### src/rtl/str_frame.sv
// str_frame: counts narrow-stream words against a loaded frame length and
// marks the final word of every frame with dn_last for the gear box.
// Build option STR_FRAME_PAD_EN: zero-pad short frames out to full length.
module str_frame #(
    parameter int DATA_WIDTH = 8,
    parameter int LEN_WIDTH  = 16
) (
    input  logic                  clk,
    input  logic                  rst,
    input  logic [LEN_WIDTH-1:0]  cfg_len,
    input  logic                  cfg_val,
    output logic                  cfg_rdy,
    input  logic [DATA_WIDTH-1:0] up_data,
    input  logic                  up_last,
    input  logic                  up_val,
    output logic                  up_rdy,
    output logic [DATA_WIDTH-1:0] dn_data,
    output logic                  dn_last,
    output logic                  dn_val,
    input  logic                  dn_rdy,
    output logic                  busy,
    output logic                  err_short,
    output logic                  err_long
);

    typedef enum logic [1:0] {
        IDLE,
        RUN
`ifdef STR_FRAME_PAD_EN
        ,
        PAD
`endif
    } state_t;

    state_t               state;
    logic [LEN_WIDTH-1:0] len_r;
    logic [LEN_WIDTH-1:0] cnt;
    logic                 dn_free;
    logic                 up_xfer;
    logic                 cfg_xfer;
    logic                 at_end;

    // The output register can take a new word when empty or draining now.
    assign dn_free  = ~dn_val | dn_rdy;
    assign up_xfer  = up_val & up_rdy;
    assign cfg_xfer = cfg_val & cfg_rdy;
    assign at_end   = (cnt == (len_r - LEN_WIDTH'(1)));
    assign busy     = (state != IDLE);

    // Handshake readies; cfg only lands on a frame boundary with no word moving.
    always_comb begin
        up_rdy  = 1'b0;
        cfg_rdy = 1'b0;
        case (state)
            IDLE: begin
                cfg_rdy = 1'b1;
            end
            RUN: begin
                up_rdy  = dn_free;
                cfg_rdy = (cnt == '0) & ~(up_val & dn_free);
            end
            default: begin
                up_rdy  = 1'b0;
                cfg_rdy = 1'b0;
            end
        endcase
    end

    // Frame FSM with the output register and error pulses.
    always_ff @(posedge clk) begin
        if (rst) begin
            state     <= IDLE;
            len_r     <= '0;
            cnt       <= '0;
            dn_data   <= '0;
            dn_last   <= 1'b0;
            dn_val    <= 1'b0;
            err_short <= 1'b0;
            err_long  <= 1'b0;
        end else begin
            err_short <= 1'b0;
            err_long  <= 1'b0;
            if (dn_val & dn_rdy) begin
                dn_val <= 1'b0;
            end
            case (state)
                IDLE: begin
                    if (cfg_xfer && (cfg_len != '0)) begin
                        len_r <= cfg_len;
                        cnt   <= '0;
                        state <= RUN;
                    end
                end
                RUN: begin
                    if (cfg_xfer) begin
                        if (cfg_len == '0) begin
                            state <= IDLE;
                        end else begin
                            len_r <= cfg_len;
                        end
                    end
                    if (up_xfer) begin
                        dn_val  <= 1'b1;
                        dn_data <= up_data;
                        if (at_end) begin
                            dn_last  <= 1'b1;
                            cnt      <= '0;
                            err_long <= ~up_last;
                        end else if (up_last) begin
                            err_short <= 1'b1;
`ifdef STR_FRAME_PAD_EN
                            dn_last   <= 1'b0;
                            cnt       <= cnt + LEN_WIDTH'(1);
                            state     <= PAD;
`else
                            dn_last   <= 1'b1;
                            cnt       <= '0;
`endif
                        end else begin
                            dn_last <= 1'b0;
                            cnt     <= cnt + LEN_WIDTH'(1);
                        end
                    end
                end
`ifdef STR_FRAME_PAD_EN
                PAD: begin
                    if (dn_free) begin
                        dn_val  <= 1'b1;
                        dn_data <= '0;
                        if (at_end) begin
                            dn_last <= 1'b1;
                            cnt     <= '0;
                            state   <= RUN;
                        end else begin
                            dn_last <= 1'b0;
                            cnt     <= cnt + LEN_WIDTH'(1);
                        end
                    end
                end
`endif
                default: begin
                    state <= IDLE;
                end
            endcase
        end
    end

endmodule
### config.mk
export PLATFORM = sky130hd
export DESIGN_NAME = str_frame
export DESIGN_NICKNAME = d
export VERILOG_FILES = /design/src/rtl/str_frame.sv
export SDC_FILE = /design/constraint.sdc
export NUM_CORES = 1
export LEC_CHECK = 0
export CAP_MARGIN = 10
export CORE_MARGIN = 2
export CORE_UTILIZATION = 35
export DETAILED_ROUTE_END_ITERATION = 16
export MAX_ROUTING_LAYER = met4
export PLACE_DENSITY = 0.62
export SLEW_MARGIN = 20
export SYNTH_ARGS = -nofsm -noshare
export SYNTH_HDL_FRONTEND = slang
export SYNTH_SLANG_ARGS = --single-unit
### constraint.sdc
create_clock -name clk -period 5.3 [get_ports clk]
set_input_delay 0.53 -clock clk [delete_from_list [all_inputs] [get_ports clk]]
set_output_delay 0.53 -clock clk [all_outputs]
set_load 0.005 [all_outputs]
# After elaboration in Yosys (flattened, before gate mapping)
# Cells that the tools add are included.
[totals] mem_bits_ro=0 regBits=46 out_inout_bits=15 input_bits=30 mem_count=0 latch_bits=0 mem_bits_rw=0
[classes] mux=20 mul=0 bitwise_logic=12 div=0 n_reduce_logical=13 magnitude_cmp=0 n_shift=0 addsub=2 n_eq_ne=7
[ops] cell="16-bit two-way mux" count=7
[ops] cell="16-bit one-hot mux with 2 select lines" count=2
[ops] cell="16-bit zero test" count=2
[ops] cell="16-bit by 1-bit adder with 16-bit output, second input constant" count=1
[ops] cell="16-bit == test" count=1
[ops] cell="16-bit nonzero test" count=1
[ops] cell="16-bit by 1-bit subtractor with 16-bit output, second input constant" count=1
[ops] cell="2-bit inequality test, second input constant" count=5
[ops] cell="4-bit OR reduction" count=2
[ops] cell="1-bit two-way mux" count=6
[ops] cell="2-bit two-way mux" count=3
[ops] cell="1-bit NOT" count=6
[ops] cell="3-bit AND reduction" count=2
[ops] cell="1-bit AND" count=5
[ops] cell="2-bit one-hot mux with 2 select lines" count=1
[ops] cell="4-bit AND reduction" count=1
[ops] cell="2-bit nonzero test" count=2
[ops] cell="2-bit by 1-bit == test with 1-bit output, second input constant" count=1
[ops] cell="2-bit zero test" count=1
[ops] cell="1-bit one-hot mux with 2 select lines" count=1
[ops] cell="2-bit AND reduction" count=1
[ops] cell="1-bit logical AND" count=1
[ops] cell="1-bit OR" count=1

# Longest topological paths before layout
[depth] word_depth=10 depth_mapped=10 mapped_depth_nobuf=9

# Worst setup path after synthesis
# OpenSTA, ideal clock, no wires.
[synth_path] path_kind="register to register" startpoint="reg len_r[3]" endpoint="reg cnt[7]" t_required_ps=5185 stages_incl_launch_ff=10 arrival_time_ps=2289 period_less_slack_ps=2404 slack_ps=2896 path_cell_list="dfxtp_1 -> buf_6 -> or4_4 -> nor4_4 -> xnor2_1 -> nor4_1 -> nand4_2 -> a21oi_4 -> buf_6 -> nor2_1"
[synth_between] elab_chain_cells=5
[synth_rtl] element="start: declaration" line_no="36" rtl="logic [LEN_WIDTH-1:0] len_r;"
[synth_rtl] element="start signal: assignment" line_no="89" rtl="len_r <= cfg_len;"
[synth_rtl] element="start signal: assignment" line_no="99" rtl="len_r <= cfg_len;"
[synth_rtl] element="16-bit by 1-bit subtractor with 16-bit output" line_no="47" rtl="assign at_end = (cnt == (len_r - LEN_WIDTH'(1)));"
[synth_rtl] element="16-bit == test" line_no="47"
[synth_rtl] element="16-bit two-way mux" line_no="105" rtl="if (at_end) begin"
[synth_rtl] element="16-bit two-way mux" line_no="102" rtl="if (up_xfer) begin"
[synth_rtl] element="16-bit one-hot mux with 2 select lines" line_no="86" rtl="case (state)"
[synth_rtl] element="end signal: assignment" line_no="121" rtl="cnt <= cnt + LEN_WIDTH'(1);"
[synth_rtl] element="end: declaration" line_no="37" rtl="logic [LEN_WIDTH-1:0] cnt;"
# No other way between the ends. The select of a mux whose other input is x is not followed.
# A chain may end at the register's enable or synchronous reset.

# Worst setup path in the final report
[layout_path] startpoint="in dn_rdy" endpoint="out cfg_rdy"
[layout_between] elab_chain_cells=5
[layout_rtl] element="start: declaration" line_no="20" rtl="input logic dn_rdy,"
[layout_rtl] element="1-bit OR" line_no="44" rtl="assign dn_free = ~dn_val | dn_rdy;"
[layout_rtl] element="1-bit AND" line_no="60" rtl="cfg_rdy = (cnt == '0) & ~(up_val & dn_free);"
[layout_rtl] element="1-bit NOT" line_no="60"
[layout_rtl] element="1-bit AND" line_no="60"
[layout_rtl] element="1-bit one-hot mux with 2 select lines" line_no="54" rtl="case (state)"
[layout_rtl] element="end: declaration" line_no="12" rtl="output logic cfg_rdy,"
# No other way between the ends.

==> impl_metrics.ini <==
[clock_network]
cts_buffers = 5
post-cts-setup-buffers = 0
cts_root_buffer = clkbuf_8
path_clk_slew_ns = 0.08
ctsHtreeMaxLevel = 2
cts_tree = done
cts_buffer_depth = 2
ctsHoldBuffers = 0
cts.sinks = 45
clk_latency_ns = 0.29
cts_resized = 0

[final_layout]
drive_above_1_share = 0.05590
synthToLayoutAreaGrowth_pct = 23.20
final_cell_mix = 45 x dfxtp_1, 44 x clkdlybuf4s50_1, 38 x nor2_1
layout.nets = 354
antenna_cells = 0
final_common_cell = dfxtp_1
fin_util = 0.4410
post_layout_nonfiller_instances = 402

[critical_path]
crit_path_end_kind = primary output
path_buf_inv = 2
startpoint_type = input port
crit_type = in2out
cp_max_fo = 13
crit_path_max_incr_delay_ns = 0.70
cp.arrival_ns = 2.44
cp.required_ns = 4.77
critPathTopFamily = buffers and inverters
crit_path_top_delay_cell = nor2b_1
worstPathCellList = clkdlybuf4s50_1 -> nand2b_1 -> nor2b_1 -> a21oi_1 -> clkdlybuf4s50_1
crit_top_cell = clkdlybuf4s50_1

[synthesis]
syn_avg_cell_area_um2 = 8.619
yosysWarningCount = 0
syn_nets = 312
syn_inst = 279
syn-cell-area_um2 = 2405
synth_flop_cell = dfxtp_1
async_flop_share = 0
ys_types = 47
synth-edff-count = 0
ys_ff_latch = 45
yosysSeqAreaShare = 0.3746

[power]
pwr-share-seq = 0.517
peakVddDrop_mv = 0.1110
p_leak_nw = 1.092
combPwrFrac = 0.195
p_sw_mw = 0.1922
clkPwrFrac = 0.288
p_int_mw = 0.5145
switching_share = 0.2719
p_per_area_nw_per_um2 = 238.5
finalPower_mw = 0.7066

[global_routing]
grt_pass1_vias = 1866
grt-ovfl-total = 0
track_usage = 0.1588
grt_first_pass_wirelength_um = 9301
antenna_found_initial = 0
grt_max_degree = 36

[placed_design]
portBuffers = 44
dp_cells = 394
gp_congestion = 0.8423
dp_hpwl_um = 4202

[sta]
finalSetupTns_ns = 0
finalSetupViolations = 0
final_max_slew_viol_count = 0
grt_setup_unrepaired = no
relSlewSlack = 0.4309
min_period_over_period = 0.5613
min_period_ns = 2.975
fmax_ghz = 0.3361
skew_ns = 0.006338
tightest_slew_ns = 0.8519
hold_violations = 0

[routing]
drc = 0
wl_met1_um = 2824
dr_wl_met3_um = 149
routed.top_layer = met4
via_per_inst = 5.177
wl_met2_um = 2564
wl_per_cell_um = 13.94
num_vias = 2081
ant_nets = 0
routed_wl_um = 5602
drt_iter0_drc = 64
dr.pass1.iters = 4

[run]
drv_cap = 0

[floorplanning]
num_rows = 30
ioPinCount = 45
die_h_um = 86.89
coreArea_um2 = 6719
die_w_um = 86.89
fp.dieArea_um2 = 7550
start_util = 0.3579

[min_path]
hp-class = reg2reg

[outcome]
outcome = finished clean
## synthesized netlist by cell type, drive strengths merged (2+ instances only)
cell type	count	area, µm²
nand3b	3	22.52
nand2	27	101.4
nor4	14	102.6
nand4	9	62.56
and2	4	25.02
a2111oi	3	26.28
a22oi	2	15.01
o21ai	3	15.01
and4	2	17.52
mux2i	14	140.1
or4	2	22.52
and2b	2	17.52
ha	3	37.54
nor3	7	35.03
and3	2	13.77
inv	9	33.78
nor2	39	148.9
buf	2	22.52
a31oi	4	25.02
xnor2	20	175.2
xor2	15	131.4
or3	2	12.51
dfxtp	45	900.9
nand2b	3	18.77
a21oi	13	76.33
nand3	8	40.04
clkbuf	8	50.05
## layer usage
layer	up-vias	GRT usage
met5	-	-
met2	34	0.2332
li1	1072	-
met1	969	0.2211
met3	6	0.03223
met4	0	0.04545
## area by class of cell
class	count	area [µm²]
Fill cell	677	3756
Multi-Input combinational cell	215	1398
Sequential cell	45	900.9
Timing Repair Buffer	45	447.9
Tap cell	80	100.1
Clock buffer	6	72.57
Inverter	9	33.78
Clock inverter	2	10.01
## power groups by stage
| stage | combinational [mW] | clock, mW | sequential [mW] |
|---|---|---|---|
| 6_report | 0.137 | 0.203 | 0.366 |
| 5_1_grt | 0.151 | 0.225 | 0.369 |
| 4_1_cts | 0.138 | 0.212 | 0.366 |
| 3_5_place_dp | 0.137 | 0 | 0.374 |
| 3_3_place_gp | 0.136 | 0 | 0.373 |
| 2_1_floorplan | 0.0922 | 0 | 0.369 |
## worst reg2reg max path: stages, from the launching register on
cell,delay [ns]
dfxtp_1,0.40
nor4_1,0.71
o211a_1,0.25
o32ai_1,0.09
nor4_1,0.31
nand4_2,0.32
a21oi_4,0.44
nor2_1,0.10
## flip-flops by register name, indices dropped and copies added (netlist names)
| signal | cells |
|---|---|
| dn_data | 8 |
| dn_val | 1 |
| cnt | 16 |
| dn_last | 1 |
| err_long | 1 |
| err_short | 1 |
| state | 1 |
| len_r | 16 |
## per-stage QoR
step	area (µm²)	worst slack (ns)	hold slack, ns
finish	2963	2.325	0.4593
global placement	2880	2.057	0.4417
CTS	2963	2.294	0.4602
floorplan	2405	2.896	0.4527
global route	2963	2.025	0.4812
detailed placement	2880	1.989	0.4480
## cells by family after synthesis
kind of cell             synth area share
AO/OA/AOI/OAI                     0.09730
XOR/XNOR                           0.1275
adder cells (fa/ha/maj)           0.01561
buffers and inverters             0.04422
flip-flops                         0.3746
multiplexers                      0.05827
AND/OR/NAND/NOR                    0.2825
## worst paths after layout
| path | slack (ns) | startpoint | depth (start not counted) | endpoint |
|---|---|---|---|---|
| setup / recovery | 2.33 | dn_rdy | 5 | cfg_rdy |
| hold / removal | 0.46 | dn_data[5] | 2 | dn_data[5] |
| setup reg to reg | 2.56 | len_r[3] | 7 | cnt[15] |
| hold reg to reg | 0.46 | dn_data[5] | 2 | dn_data[5] |
No activity file was read; power rests on OpenSTA's default activity.
